[src/rtl/packet_fifo.sv]
// Single-clock 4-deep packet-word FIFO with registered read data and over/underflow protection.
// Optional sticky error flags are added when FIFO_ERR_FLAGS_EN is defined.
// purpose: buffer WIDTH-bit words between scheduler and one lane's output logic
// latency: q updates 1 clock after an accepted rdreq; flags are combinational from state
// backpressure: writes while full are dropped unless a read is accepted in the same cycle
module packet_fifo #(
   parameter int WIDTH = 32,
   parameter int DEPTH = 4,
   parameter int AW    = 2
) (
   input  logic             clk,
   input  logic             reset,
   input  logic [WIDTH-1:0] data,
   input  logic             wrreq,
   input  logic             rdreq,
   output logic [WIDTH-1:0] q,
   output logic             empty,
   output logic             full,
   output logic [AW-1:0]    usedw
`ifdef FIFO_ERR_FLAGS_EN
   ,
   output logic             overflow,
   output logic             underflow
`endif
);

   logic [WIDTH-1:0] mem [DEPTH];

   logic [AW-1:0]    wr_ptr_q, wr_ptr_d;
   logic [AW-1:0]    rd_ptr_q, rd_ptr_d;
   logic [AW:0]      count_q, count_d;
   logic [WIDTH-1:0] q_q, q_d;
   logic             wr_ok, rd_ok;

   assign empty = (count_q == '0);
   assign full  = (count_q == (AW+1)'(DEPTH));
   assign usedw = count_q[AW-1:0];
   assign q     = q_q;

   // A full FIFO still takes a write when the same cycle frees a slot.
   always_comb begin
      rd_ok    = rdreq & ~empty;
      wr_ok    = wrreq & (~full | rd_ok);
      wr_ptr_d = wr_ok ? wr_ptr_q + AW'(1) : wr_ptr_q;
      rd_ptr_d = rd_ok ? rd_ptr_q + AW'(1) : rd_ptr_q;
      q_d      = rd_ok ? mem[rd_ptr_q] : q_q;
      count_d  = count_q;
      case ({wr_ok, rd_ok})
         2'b10:   count_d = count_q + (AW+1)'(1);
         2'b01:   count_d = count_q - (AW+1)'(1);
         default: count_d = count_q;
      endcase
   end

   always_ff @(posedge clk) begin
      if (reset) begin
         wr_ptr_q <= '0;
         rd_ptr_q <= '0;
         count_q  <= '0;
         q_q      <= '0;
      end else begin
         wr_ptr_q <= wr_ptr_d;
         rd_ptr_q <= rd_ptr_d;
         count_q  <= count_d;
         q_q      <= q_d;
      end
   end

   // Storage is not cleared by reset, but reset still blocks a same-cycle write.
   always_ff @(posedge clk) begin
      if (wr_ok && !reset) begin
         mem[wr_ptr_q] <= data;
      end
   end

`ifdef FIFO_ERR_FLAGS_EN
   logic overflow_q, underflow_q;

   always_ff @(posedge clk) begin
      if (reset) begin
         overflow_q  <= 1'b0;
         underflow_q <= 1'b0;
      end else begin
         overflow_q  <= overflow_q  | (wrreq & ~wr_ok);
         underflow_q <= underflow_q | (rdreq & ~rd_ok);
      end
   end

   assign overflow  = overflow_q;
   assign underflow = underflow_q;
`endif

endmodule

[config.mk]
export PLATFORM = sky130hd
export DESIGN_NAME = packet_fifo
export DESIGN_NICKNAME = d
export VERILOG_FILES = /design/src/rtl/packet_fifo.sv
export SDC_FILE = /design/constraint.sdc
export NUM_CORES = 1
export LEC_CHECK = 0
export ABC_AREA = 1
export BUFFER_PORTS_ARGS = -buffer_cell sky130_fd_sc_hd__buf_2
export CORE_ASPECT_RATIO = 1.75
export CORE_MARGIN = 4
export CORE_UTILIZATION = 58
export CTS_CLUSTER_SIZE = 28
export DETAILED_ROUTE_END_ITERATION = 6
export PLACE_DENSITY = 0.82
export SLEW_MARGIN = 20
export SYNTH_ARGS = -nofsm -noshare
export SYNTH_HDL_FRONTEND = slang
export SYNTH_SLANG_ARGS = --single-unit
[constraint.sdc]
create_clock -name clk -period 3.8 [get_ports clk]
set_clock_uncertainty 0.1 [all_clocks]
set_input_delay 0.76 -clock clk [delete_from_list [all_inputs] [get_ports clk]]
set_output_delay 0.76 -clock clk [all_outputs]
set_load 0.02 [all_outputs]
# == After elaboration in Yosys (flattened, before gate mapping) ==
# Memory sizes are Yosys's and may differ from the RTL's. A register that Yosys moved wholly into a read port is not among the register bits.
# Cells that the tools add are included.
# word_totals
ff_bits,7
ram_bits,128
out_inout_bits,36
elab_cells,23
memories,1
# op_classes
add_sub_neg,4
eq_ne,3
mux,3
bitwise,5
reduce_logical,4
# mem_list
memory,words,width,read_ports,rd_ports_with_merged_regs,write_ports,line_no,rtl
mem,4,32,1,1,1,27,logic [WIDTH-1:0] mem [DEPTH];
# op_table
cell,n
$pmux 3 s2,1
$add 2x1->2 const B,2
$add 3x1->3 const B,1
$eq 3x3->1 const B,1
$logic_not 3->1,1
$sub 3x1->3 const B,1
$and 1x1->1,2
$eq 2x1->1 const B,1
$eq 2x2->1 const B,1
$mux 1,2
$not 1->1,2
$reduce_bool 2->1,1
$logic_and 1x1->1,1
$logic_not 1->1,1
$or 1x1->1,1

# == Logic depth before layout (Yosys ltp) ==
# depth
ltp_word,8
depth_mapped,9
mapped_depth_nobuf,9

# == Worst setup path before layout ==
# OpenSTA, ideal clock, no wires.
# synth_path
path_type,input -> register
startpoint,input reset
endpoint,memory mem[0][0] (enable)
setup_ns,0.421
t_arrival_ns,2.585
slack_ns,0.694
path_stages,4
path_buffers,1
path_cell_list,inv_1 > clkbuf_1 > nand3_1 > nor2_1
# synth_via
elab_chain_len,4
# synth_lines
element,line_no,rtl
start: declaration,12,"input logic reset,"
$logic_not 1->1,71,if (wr_ok && !reset) begin
$logic_and 1x1->1,71,
$mux 1,71,
$mux 1 (not written as such),72,mem[wr_ptr_q] <= data;
end: declaration,27,
# Every way passes these cells.

# == Final worst setup path ==
# layout_path
startpoint,register count_q[1]
endpoint,memory mem[0][28] (enable)
# layout_via
elab_chain_len,8
# layout_lines
element,line_no,rtl
start: declaration,31,"logic [AW:0] count_q, count_d;"
start signal: assignment,64,count_q <= count_d;
$logic_not 3->1,35,assign empty = (count_q == '0);
$not 1->1,42,rd_ok = rdreq & ~empty;
$and 1x1->1,42,
$or 1x1->1 *,43,wr_ok = wrreq & (~full | rd_ok);
$and 1x1->1 *,43,
$logic_and 1x1->1 *,71,
$mux 1 *,71,
$mux 1 (not written as such) *,72,
# Every way passes the cells marked *; elsewhere a longest branch is shown, timed or not.

==> summary.txt <==
Clocking
  – CTS tree: yes
  – CTS Buf Count: 17
  – Clk_lat worst skew: 0.42 ns
  – Setup Fix Bufs, Post-CTS: 0
  – Clock sinks: 167
  – Post-CTS Hold Fix Bufs: 0
  – CTS clk-pin slew, worst paths: 0.06 ns
  – Post-cts resize count: 0
  – Clock Tree Root: clkbuf_16
  – Clock buffer depth: 2
  – H-Tree Depth: 4

Detailed routing
  – Routed wire length: 13.4 mm
  – Vias per cell: 5.80
  – DR WL met3: 888 µm
  – DR pass1 iterations: 5
  – Vias: 4181
  – Top Metal Used: met4
  – Met2 wire len: 7.21 mm
  – DR WL/cell: 18.6 µm
  – Initial DRC Count: 380
  – Post-route ant nets: 0
  – # DRC: 0
  – M1 wire length: 5.05 mm

Worst setup path
  – Worst Path Max Fanout: 32
  – CP top delay family: simple AND/OR/NAND/NOR gates
  – Cell mode on critical path: nand2_1
  – Worst flop-to-flop path startpoint: count_q[1]$_SDFFE_PP0P_
  – CP max stage cell: buf_4
  – Critical path, cell by cell: nor2_2 > nand2_1 > inv_2 > nand2_1 > nand3_1 > nor2_4 > buf_4
  – CP Launch Type: flop
  – Largest stage delay on the critical path: 0.47 ns
  – CP Capture Type: flop
  – CP required: 3.75 ns
  – WP data arrival: 2.14 ns
  – Critical path class: flop to flop
  – Critical path origin: count_q[1]$_SDFFE_PP0P_
  – Worst Path Buf+Inv: 2

Timing
  – Max Slew Vio Count: 0
  – Final setup violation count: 0
  – RSZ-0062 raised after global routing: false
  – Min cycle time layout: 2.18 ns
  – Final Hold Viols: 0
  – FMAX: 0.458 GHz
  – Slew at the pin with the worst max-slew slack: 1.11 ns
  – Setup TNS Final: 0 ns
  – Period Utilization, post-route: 57.4%
  – Worst rel slew slack: 25.8%

Global route
  – Global Route Usage Sum: 21.5%
  – Initial antenna violation count: 0
  – Total grt overflow: 0
  – Pin count of the biggest net entering global routing: 66
  – Number of global-route vias before repair: 4276
  – Global-route wire length before repair: 20.8 mm

Min path
  – Min-Delay Path Class: primary input to flop
  – Hold_sp: reset

Pwr
  – Max rail drop VDD: 0.385 mV
  – Sw power: 0.00138 W
  – Combinational Power Share: 17.8%
  – Static leakage: 2.70 nW
  – Cell Int Power: 0.00327 W
  – P per Cell Area: 640 mW/mm²
  – Pwr Total: 0.00466 W
  – Net Sw Frac: 29.7%
  – Seq pwr share: 46.9%
  – Clock power share: 35.3%

Synthesis
  – Post-synth top area share: 60.9%
  – Top cells by area, synth: edfxtp_1 61%, dfxtp_1 12%, nor2_1 8.0%, o21ai_0 5.7%, o22ai_1 3.2%
  – Count leader, synth: nor2_1
  – Post-Synthesis Cells: 513
  – Sequential fraction of the synthesis area: 73.3%
  – Post-synth cell types: 26
  – Area leader, netlist: edfxtp_1
  – Syn. warnings: 0
  – Commonest cells post-synth: 134 x nor2_1, 128 x edfxtp_1, 72 x o21ai_0, 39 x dfxtp_1, 32 x o22ai_1
  – EDFF count, synth: 128
  – Net Count, Synth: 554
  – Synth Register Bits: 167
  – Ys async rst share: 0%
  – Synth Flop Type: edfxtp_1
  – Post-synthesis cell area: 0.00631 mm²
  – Synth Area per Inst: 12.3 µm²

Outcome
  – Status: completed

Layout
  – Layout area overhead: 15.3%
  – Ant. Diodes: 0
  – NumNets Final: 619
  – Share of layout cells above drive strength 1: 20.5%

Floorplan
  – Die ar.: 0.0127 mm²
  – I/O pin total: 72
  – Die height: 146 µm
  – Initial Util: 59.0%
  – Core area: 0.0107 mm²
  – Std-Cell Rows: 50
  – Chip Width: 86.8 µm

Job
  – Total of max-cap violations: 0

Placed design
  – Post-DP HPWL: 7.50 mm
  – GP Congestion: 0.780
  – PortBufs: 71
## power groups by stage
stage	registers, W	logic, W	clock network (W)
2_1_floorplan	0.00230	0.000512	0
3_3_place_gp	0.00222	0.000780	0
5_1_grt	0.00220	0.000908	0.00174
4_1_cts	0.00219	0.000830	0.00166
3_5_place_dp	0.00222	0.000819	0
6_report	0.00218	0.000828	0.00164
## state kept, by name (all words and copies together), names as in the netlist
name / flops
q: 32
count_q: 3
wr_ptr_q: 2
mem: 128
rd_ptr_q: 2
## final cells by class
| class | instances | area (µm²) |
|---|---|---|
| flip-flops and latches | 167 | 4630 |
| fillers | 734 | 3420 |
| multi-input cells | 296 | 1440 |
| clock buffers | 18 | 429 |
| repair buffers | 78 | 408 |
| well taps | 130 | 163 |
| clock inverters | 14 | 141 |
| inverters | 18 | 70.1 |
## placed cells by master, fill, tap and decap left out, types with 5 or more instances in the layout
cell type,count
clkbuf_16,17
edfxtp_1,128
o21ai_0,72
nor2_1,130
o22ai_1,32
buf_4,7
o21ai_1,27
inv_1,14
buf_2,71
a21oi_1,6
nand2_1,8
nand3_1,5
inv_6,7
dfxtp_1,38
## layer usage
layer  vias to the layer above  global-route usage (%)
met3                        28                    4.31
met5                         -                       0
met4                         0                    8.58
met2                       170                    38.1
li1                       1948                       -
met1                      2035                    24.9
## worst paths after layout
check	to	slack [ns]	depth (start not counted)
setup / recovery	mem[0][28]$_DFFE_PP_	1.62	7
hold / removal	count_q[0]$_SDFFE_PP0P_	0.43	2
setup reg to reg	mem[0][28]$_DFFE_PP_	1.62	7
hold reg to reg	q[31]$_SDFFE_PP0N_	0.43	2
## stage by stage
| stage | utilization (%) | hold WS (ns) | instance area [µm²] | setup slack [ns] | cells |
|---|---|---|---|---|---|
| after floorplan | - | 0.391 | 6310 | 0.694 | 513 |
| after global placement | 62.7 | 0.405 | 6700 | 1.42 | 689 |
| after detailed placement | 62.7 | 0.412 | 6700 | 1.35 | 689 |
| after CTS | 68.0 | 0.409 | 7270 | 1.62 | 721 |
| after global routing | 68.0 | 0.420 | 7270 | 1.50 | 721 |
| final | 68.0 | 0.426 | 7270 | 1.62 | 721 |
## kinds of logic (layout without fill, tap and decap cells)
| kind of cell | after synthesis | count (layout) | share of synthesized area (%) |
|---|---|---|---|
| and+or+nand+nor | 152 | 152 | 9.42 |
| adders and majority gates | 5 | 5 | 1.11 |
| DFF | 167 | 167 | 73.3 |
| AOI/OAI and AO/OA | 139 | 139 | 11.8 |
| buffers and inverters | 50 | 128 | 4.38 |
Power figures use the tool's default switching activity.
